**config.mk**
```make
export PLATFORM = sky130hd
export DESIGN_NAME = serial_adder
export DESIGN_NICKNAME = d
export VERILOG_FILES = /design/src/rtl/serial_pkg.sv /design/src/rtl/full_adder.sv /design/src/rtl/serial_adder.sv
export SDC_FILE = /design/constraint.sdc
export NUM_CORES = 1
export LEC_CHECK = 0
export ABC_CLOCK_PERIOD_IN_PS = 1500
export BUFFER_PORTS_ARGS = -buffer_cell sky130_fd_sc_hd__buf_2
export CORE_ASPECT_RATIO = 0.6
export CORE_MARGIN = 2
export CORE_UTILIZATION = 58
export CTS_BUF_LIST = sky130_fd_sc_hd__clkbuf_8
export DETAILED_ROUTE_END_ITERATION = 8
export PLACE_DENSITY = 0.92
export SKIP_LAST_GASP = 1
export SLEW_MARGIN = 40
export SYNTH_ARGS = -nofsm -noshare
export SYNTH_HDL_FRONTEND = slang
export SYNTH_SLANG_ARGS = --single-unit
export TNS_END_PERCENT = 30
```
**constraint.sdc**
```tcl
create_clock -name clk -period 1.5 [get_ports clk]
set_input_delay 0.3 -clock clk [delete_from_list [all_inputs] [get_ports clk]]
set_output_delay 0.3 -clock clk [all_outputs]
set_load 0.02 [all_outputs]
```
**src/rtl/serial_pkg.sv**
```systemverilog
// Shared definitions for the bit-serial adder: FSM state encoding and the
// bit-counter width helper.
package serial_pkg;

  localparam logic [1:0] ST_IDLE = 2'b00;
  localparam logic [1:0] ST_RUN  = 2'b01;
  localparam logic [1:0] ST_DONE = 2'b10;

  // Counter must hold 0..WIDTH-1 and is never narrower than one bit.
  function automatic int cnt_width(input int width);
    return (width > 1) ? $clog2(width) : 1;
  endfunction

endpackage

```
**src/rtl/full_adder.sv**
```systemverilog
// One-bit full adder cell: the only arithmetic element of the serial adder.
module full_adder (
  input  logic a,
  input  logic b,
  input  logic cin,
  output logic sum,
  output logic cout
);

  assign sum  = a ^ b ^ cin;
  assign cout = (a & b) | (a & cin) | (b & cin);

endmodule

```
**src/rtl/serial_adder.sv**
```systemverilog
// Bit-serial ripple adder: one full_adder plus a carry flip-flop adds two
// WIDTH-bit unsigned operands LSB-first over WIDTH cycles. start launches an
// operation from IDLE or DONE; done pulses for one cycle with the result.
module serial_adder
  import serial_pkg::*;
#(
  parameter int WIDTH = 8
) (
  input  logic             clk,
  input  logic             rst,
  input  logic             start,
  input  logic [WIDTH-1:0] a,
  input  logic [WIDTH-1:0] b,
  input  logic             cin,
  output logic             busy,
  output logic             done,
  output logic [WIDTH-1:0] sum,
  output logic             cout
);

  localparam int CNT_W = cnt_width(WIDTH);
  localparam logic [CNT_W-1:0] LAST_BIT = CNT_W'(WIDTH - 1);

  logic [1:0]       state;
  logic [1:0]       state_nxt;
  logic [WIDTH-1:0] a_sh;
  logic [WIDTH-1:0] b_sh;
  logic [WIDTH-1:0] psum;
  logic [WIDTH-1:0] psum_nxt;
  logic [CNT_W-1:0] cnt;
  logic             carry;
  logic             fa_sum;
  logic             fa_cout;
  logic             load;
  logic             last;

  full_adder u_fa (
    .a    (a_sh[0]),
    .b    (b_sh[0]),
    .cin  (carry),
    .sum  (fa_sum),
    .cout (fa_cout)
  );

  // Operands are only taken when no addition is in flight.
  assign load = start && ((state == ST_IDLE) || (state == ST_DONE));
  assign last = (cnt == LAST_BIT);

  // New sum bit enters at the MSB; after WIDTH shifts bit 0 lands at bit 0.
  // Written as shift/or so that WIDTH = 1 needs no special case.
  assign psum_nxt = (psum >> 1) | (WIDTH'(fa_sum) << (WIDTH - 1));

  assign busy = (state == ST_RUN);
  assign done = (state == ST_DONE);

  // Next-state decode; unreachable encodings fall back to IDLE.
  always_comb begin
    state_nxt = state;
    case (state)
      ST_IDLE: if (start) state_nxt = ST_RUN;
      ST_RUN:  if (last)  state_nxt = ST_DONE;
      ST_DONE: state_nxt = start ? ST_RUN : ST_IDLE;
      default: state_nxt = ST_IDLE;
    endcase
  end

  // State register.
  always_ff @(posedge clk or posedge rst) begin
    if (rst) state <= ST_IDLE;
    else     state <= state_nxt;
  end

  // Shift registers, carry, counter and result registers; sum/cout only
  // change on the completing edge so partial results never reach the ports.
  always_ff @(posedge clk or posedge rst) begin
    if (rst) begin
      a_sh  <= '0;
      b_sh  <= '0;
      psum  <= '0;
      cnt   <= '0;
      carry <= 1'b0;
      sum   <= '0;
      cout  <= 1'b0;
    end else if (load) begin
      a_sh  <= a;
      b_sh  <= b;
      psum  <= '0;
      cnt   <= '0;
      carry <= cin;
    end else if (state == ST_RUN) begin
      a_sh  <= a_sh >> 1;
      b_sh  <= b_sh >> 1;
      psum  <= psum_nxt;
      carry <= fa_cout;
      cnt   <= cnt + CNT_W'(1);
      if (last) begin
        sum  <= psum_nxt;
        cout <= fa_cout;
      end
    end
  end

endmodule

```
==> results of run 1 <==
cells by family (layout without fill, tap and decap cells):
logic type | after synthesis | after routing | share of synthesized area
buffers and inverters | 22 | 60 | 0.0660
muxes | 25 | 25 | 0.148
xor gates and xnor gates | 1 | 1 | 0.00476
AOI/OAI and AO/OA | 43 | 43 | 0.142
DFF | 38 | 38 | 0.517
and+or+nand+nor | 31 | 31 | 0.0973
adders and majority gates | 3 | 3 | 0.0245
area by class of cell:
type / count / area, um^2 / share of cell area
Clock buffer: 6 / 82.6 / 0.0381
Clock inverter: 2 / 8.76 / 0.00404
Inverter: 11 / 41.3 / 0.0190
Multi-Input combinational cell: 103 / 779 / 0.359
Sequential cell: 38 / 953 / 0.439
Tap cell: 42 / 52.6 / 0.0242
Timing Repair Buffer: 41 / 251 / 0.116
per-layer routing:
| metal | global-route usage | up-vias | part of all wire |
|---|---|---|---|
| met2 | 0.368 | 32 | 0.49 |
| met5 | 0 | - | 0 |
| li1 | - | 642 | - |
| met4 | 0.0727 | 0 | 0.0050 |
| met1 | 0.294 | 666 | 0.46 |
| met3 | 0.0774 | 2 | 0.044 |
cell usage in the layout, fill, tap and decap left out:
cell       n
a21oi_1   11
nor2_1     1
o21ai_0   12
a22o_1     3
a211oi_1   5
and2_4     1
nor2b_4    1
buf_4     10
nand2_1    9
nand2_4    1
fa_1       1
a21o_1     2
buf_12     1
nand3_1    2
ha_1       2
buf_6      1
nor2b_1    5
xnor2_1    1
dfrtp_1   36
clkbuf_8   6
a21oi_2    2
mux2i_1    7
mux2_2    18
inv_1     12
nand3b_1   2
nand2b_1   8
dfrtp_2    2
buf_2     29
o22ai_1    8
nand2b_4   1
clkinv_2   1
power groups by stage:
stage,combinational [mW],clock [mW],sequential (mW)
after floorplan,1.34,0,1.89
after global placement,1.76,0,1.80
after detailed placement,1.91,0,1.85
after CTS,1.98,0.711,1.82
after global routing,2.16,0.763,1.89
final,2.00,0.707,1.83
state kept, by name, summed over array words and instances (netlist names):
name and flops:
sum 8, b_sh 8, cnt 3, a_sh 8, state 2, cout 1, carry 1, psum 7
worst paths after layout:
check / startpoint / to / slack [ns]
setup / recovery: state[0] / busy / 0.03
hold / removal: rst / a_sh[1] / 0.10
setup reg to reg: cnt[1] / sum[1] / 0.05
hold reg to reg: a_sh[6] / a_sh[6] / 0.48
max in group asynchronous: rst / state[1] / 1.05
min in group clk: b[1] / b_sh[1] / 0.29
metrics by stage:
step	util	hold WS (ns)	total power, mW
2_1_floorplan	-	0.450	3.24
6_report	0.736	0.103	4.53
3_3_place_gp	0.690	0.424	3.56
5_1_grt	0.736	0.155	4.81
3_5_place_dp	0.690	0.428	3.76
4_1_cts	0.732	0.121	4.52
worst reg2reg max path: stages, from the launching register on:
cell and delay [ns]:
dfrtp_1 0.42, ha_1 0.20, ha_1 0.22, nand2_4 0.15
mux2_2 0.35
timing repair:
| action | CTS | global route |
|---|---|---|
| buffers inserted | 3 | 0 |
| setup endpoints to repair | 3 | 10 |
| gates cloned | 0 | 0 |
| pin swaps | 0 | 0 |
| resized for setup | 4 | 2 |
==> impl_metrics.yaml, run 1 <==
critical_path:
  setup.worst_path.end_class: "primary output"
  slowest_delay_ns: 0.43
  cp_cell_sequence: "buf_4 > nand2b_4 > inv_1 > buf_2"
  r2r_cells: 4
  cp_num_cells: 4
  critPathKind: "flop to primary output"
  crit_arrival_ns: 1.17
  critical_path_buf_inv_count: 3
  crit_family: "flip-flops"
  cp-start-kind: "flop"
  slowest_stage: "dfrtp_2"
  worstPathMaxFanout: 2
  cp.required_ns: 1.20
route:
  wl_mm: 3.83
  wl_per_cell_um: 15.7
  drt-initial-drc-count: 93
  firstDrtPassIters: 4
  vias: 1342
  vias_per_cell: 5.52
  drc: 0
  ant_nets: 0
grt:
  grt_pass1_wl_mm: 6.08
  grt_pass1_vias: 1318
  antenna_found_initial: 0
  grt_max_degree: 39
  grt_usage: 0.225
  grt_overflow: 0
yosys:
  synthCells: 163
  ys_warn_count: 0
  synthTopCellsByArea: "dfrtp_1 52%, mux2_2 11%, mux2i_1 3.8%"
  synthFlopType: "dfrtp_1"
  yosysTopAreaCellShare: 0.517
  syn_nets: 186
  synth_common_cells: "38 x dfrtp_1, 18 x mux2_2, 12 x o21ai_0"
  synth_edf_count: 0
  synth.most_common_cell: "dfrtp_1"
  ys_seq_area_frac: 0.517
  synth_top_area_cell: "dfrtp_1"
  synth_area_um2: 1840
  avgSynthCellArea_um2: 11.3
  ys_ff_latch: 38
  yosysUniqueCellTypes: 26
  synthArstFlopShare: 1.00
floorplanning:
  die_w_um: 76.7
  num_rows: 15
  die_area_um2: 3650
  core_um2: 2950
  floorplan.initialDensity: 0.624
  ioPinCount: 31
  die_h_um: 47.6
pwr:
  ir_drop_mv: 1.00
  leakage_nw: 1.04
  swShare: 0.377
  p_per_area_nw_per_um2: 2090
  p_comb_frac: 0.441
  p_clk_frac: 0.156
  p_sw_mw: 1.71
  power.internal_mw: 2.82
  seqPwrFrac: 0.403
placement:
  portBuffers: 30
  placed_cell_area_um2: 2030
  pre_cts_ws_ns: 0.00181
  placed_cells: 232
  gp_congestion: 0.809
  dp_hpwl_mm: 2.66
final_layout:
  instances_no_fill: 243
  syn2layout_area_growth_pct: 18.0
  nets: 223
  stdcell_area_um2: 2170
  num-fill-cells: 201
  n_antenna_cell: 0
  drive_gt1_frac: 0.368
clocking:
  clock_path_buffers: 2
  cts_tree: "done"
  cts_made_buffers: 5
  cts-root-buf: "clkbuf_8"
  ctsHoldBuffers: 0
  clock-sinks: 38
  clkSlewWorstSetupHoldPaths_ns: 0.07
  clk_latency_ns: 0.29
  htreeDepth: 2
sta:
  fin_crit_sh: 0.978
  fmaxAchievable_ghz: 0.682
  setup_viol: 0
  worst_slack_ns: 0.0332
  rsz0062_at_grt: "true"
  drv_slew: 0
  finalHoldViolCount: 0
  setup-tns-final_ns: 0
  period_minus_slack_ns: 1.47
  slew_headroom: 0.684
  worst_slew_pin_slew_ns: 0.474
  finClkSkew_ns: 0.00662
flow_run:
  cap_violations: 0
min_path:
  hp-class: "primary input to async pin"
run_status:
  outcome: "finished clean"
Power figures use the tool's default switching activity.
==> inputs of run 2 (changes only) <==
Settings changed: CORE_MARGIN 2 to 3, HOLD_SLACK_MARGIN from default to 0.15, SETUP_SLACK_MARGIN from default to 0.4.
==> run 2 against run 1 <==
  * Combinational power is 39% higher
  * Worst setup slack improved by 0.026 ns
  * Fmax grew 1.8%
  * Clock skew down 0.0021 ns
  * Hold slack improved by 0.18 ns
  * Global-route usage grew 0.43 points
==> impl_metrics.yaml, run 2 (synthesis gave the netlist of run 1 again) <==
floorplanning:
  num_rows: 15
  ioPinCount: 31
  die_w_um: 78.7
  floorplan.initialDensity: 0.624
  die_h_um: 49.6
  die_area_um2: 3910
  core_um2: 2950
critical_path:
  slowest_stage: "fa_1"
  crit_family: "adder cells"
  reg2reg_to: "psum[7]"
  r2r_start: "b_sh[0]"
  cp_num_cells: 4
  slowest_delay_ns: 0.53
  rrSetupSlack_ns: 0.06
  cp-start-kind: "flop"
  setup.worst_path.end_class: "flop"
  critPathCapture: "psum[7]"
  crit_arrival_ns: 1.62
  crit_start: "b_sh[0]"
  critPathKind: "flop to flop"
  critical_path_buf_inv_count: 0
  cp.required_ns: 1.68
  r2r_cells: 4
  worstPathMaxFanout: 3
  cp_cell_sequence: "fa_1 > mux2_4 > nand2_2 > o21ai_2"
route:
  drt-initial-drc-count: 177
  drc: 0
  firstDrtPassIters: 5
  vias_per_cell: 6.17
  wl_mm: 5.05
  ant_nets: 0
  wl_per_cell_um: 20.0
  vias: 1554
run_status:
  outcome: "finished clean"
sta:
  period_minus_slack_ns: 1.44
  setup-tns-final_ns: 0
  fmaxAchievable_ghz: 0.694
  rsz0062_at_grt: "true"
  drv_slew: 0
  finClkSkew_ns: 0.00449
  finalHoldViolCount: 0
  worst_slew_pin_slew_ns: 0.399
  setup_viol: 0
  fin_crit_sh: 0.960
  slew_headroom: 0.734
pwr:
  p_per_area_nw_per_um2: 2200
  ir_drop_mv: 1.19
  leakage_nw: 1.15
grt:
  grt_pass1_vias: 1364
  grt_pass1_wl_mm: 6.72
  grt_usage: 0.229
  grt_overflow: 0
  antenna_found_initial: 0
  grt_max_degree: 39
placement:
  portBuffers: 30
  dp_hpwl_mm: 2.56
  gp_congestion: 0.806
clocking:
  cts_tree: "done"
  cts_made_buffers: 5
  cts-root-buf: "clkbuf_8"
  clock-sinks: 38
  clkSlewWorstSetupHoldPaths_ns: 0.06
  clock_path_buffers: 2
  clk_latency_ns: 0.29
  htreeDepth: 2
final_layout:
  syn2layout_area_growth_pct: 32.7
  drive_gt1_frac: 0.448
  nets: 234
  mostFrequentLayoutCell: "dfrtp_1"
  layout_common_cells: "36 x dfrtp_1, 28 x buf_2, 11 x buf_4"
  reg.largest.list: "a_sh x8, b_sh x8, sum x8"
  n_antenna_cell: 0
  finalCoreUtilization: 0.828
min_path:
  hp-class: "primary input to flop"
flow_run:
  cap_violations: 0
## run 2: cell count changes in the layout (fill, tap and decap cells not counted), sizes merged
cell         previous run  this run
dlygate4sd3             0         1
nand2                  10        11
clkinvlp                0         2
inv                    12         9
clkbuf                  6         8
buf                    41        47
clkinv                  1         0
and2                    1         2
## run 2: metrics by stage
step	hold WS, ns	std cells	area (um^2)	power, mW	worst slack [ns]
4_1_cts	0.288	245	2300	4.81	0.000249
3_5_place_dp	0.360	232	2130	3.90	0.115
6_report	0.286	252	2440	5.37	0.0593
2_1_floorplan	0.266	163	1940	3.45	0.157
5_1_grt	0.303	252	2440	5.66	0.0352
3_3_place_gp	0.354	232	2130	3.75	0.143
## run 2: per-layer routing
metal / track usage / share of wire / wire (um) / vias to the layer above
li1: - / - / - / 664
met1: 0.298 / 0.40 / 2000 / 758
met2: 0.366 / 0.48 / 2410 / 111
met3: 0.0584 / 0.083 / 419 / 21
met4: 0.0959 / 0.043 / 216 / 0
met5: 0 / 0 / 0 / -
## run 2: timing repair
item / CTS / global route
hold endpoints to repair: 38 / 0
cloned: 1 / 3
setup buffers: 5 / 4
resized for setup: 10 / 14
pin swaps: 3 / 4
setup endpoints to repair: 41 / 44
hold buffers: 1 / 0
## run 2: cell type report
type / instances / area, um^2
timing repair buffer: 50 / 394
multi-input combinational: 105 / 910
sequential: 38 / 953
clock buffer: 6 / 82.6
tap: 42 / 52.6
fill: 144 / 505
inverter: 11 / 48.8
## run 2: power by group
part / switching [mW] / leakage, nW / internal [mW] / total, mW
logic: 1.35 / 0.638 / 1.44 / 2.79
clock network: 0.329 / 0.0431 / 0.354 / 0.683
registers: 0.399 / 0.468 / 1.50 / 1.90
## run 2: worst register-to-register path, stage by stage, from the launching register on
cell     delay, ns
dfrtp_1       0.41
fa_1          0.53
mux2_4        0.29
nand2_2       0.06
o21ai_2       0.05
## run 2: worst min-delay path by stage
stage	from	to	slack [ns]	depth (start not counted)
2_1_floorplan	rst	a_sh[0]	0.27	1
3_3_place_gp	rst	state[0]	0.35	3
3_5_place_dp	rst	cnt[2]	0.36	3
4_1_cts	b[2]	b_sh[2]	0.29	3
5_1_grt	b[2]	b_sh[2]	0.30	3
6_report	b[2]	b_sh[2]	0.29	3
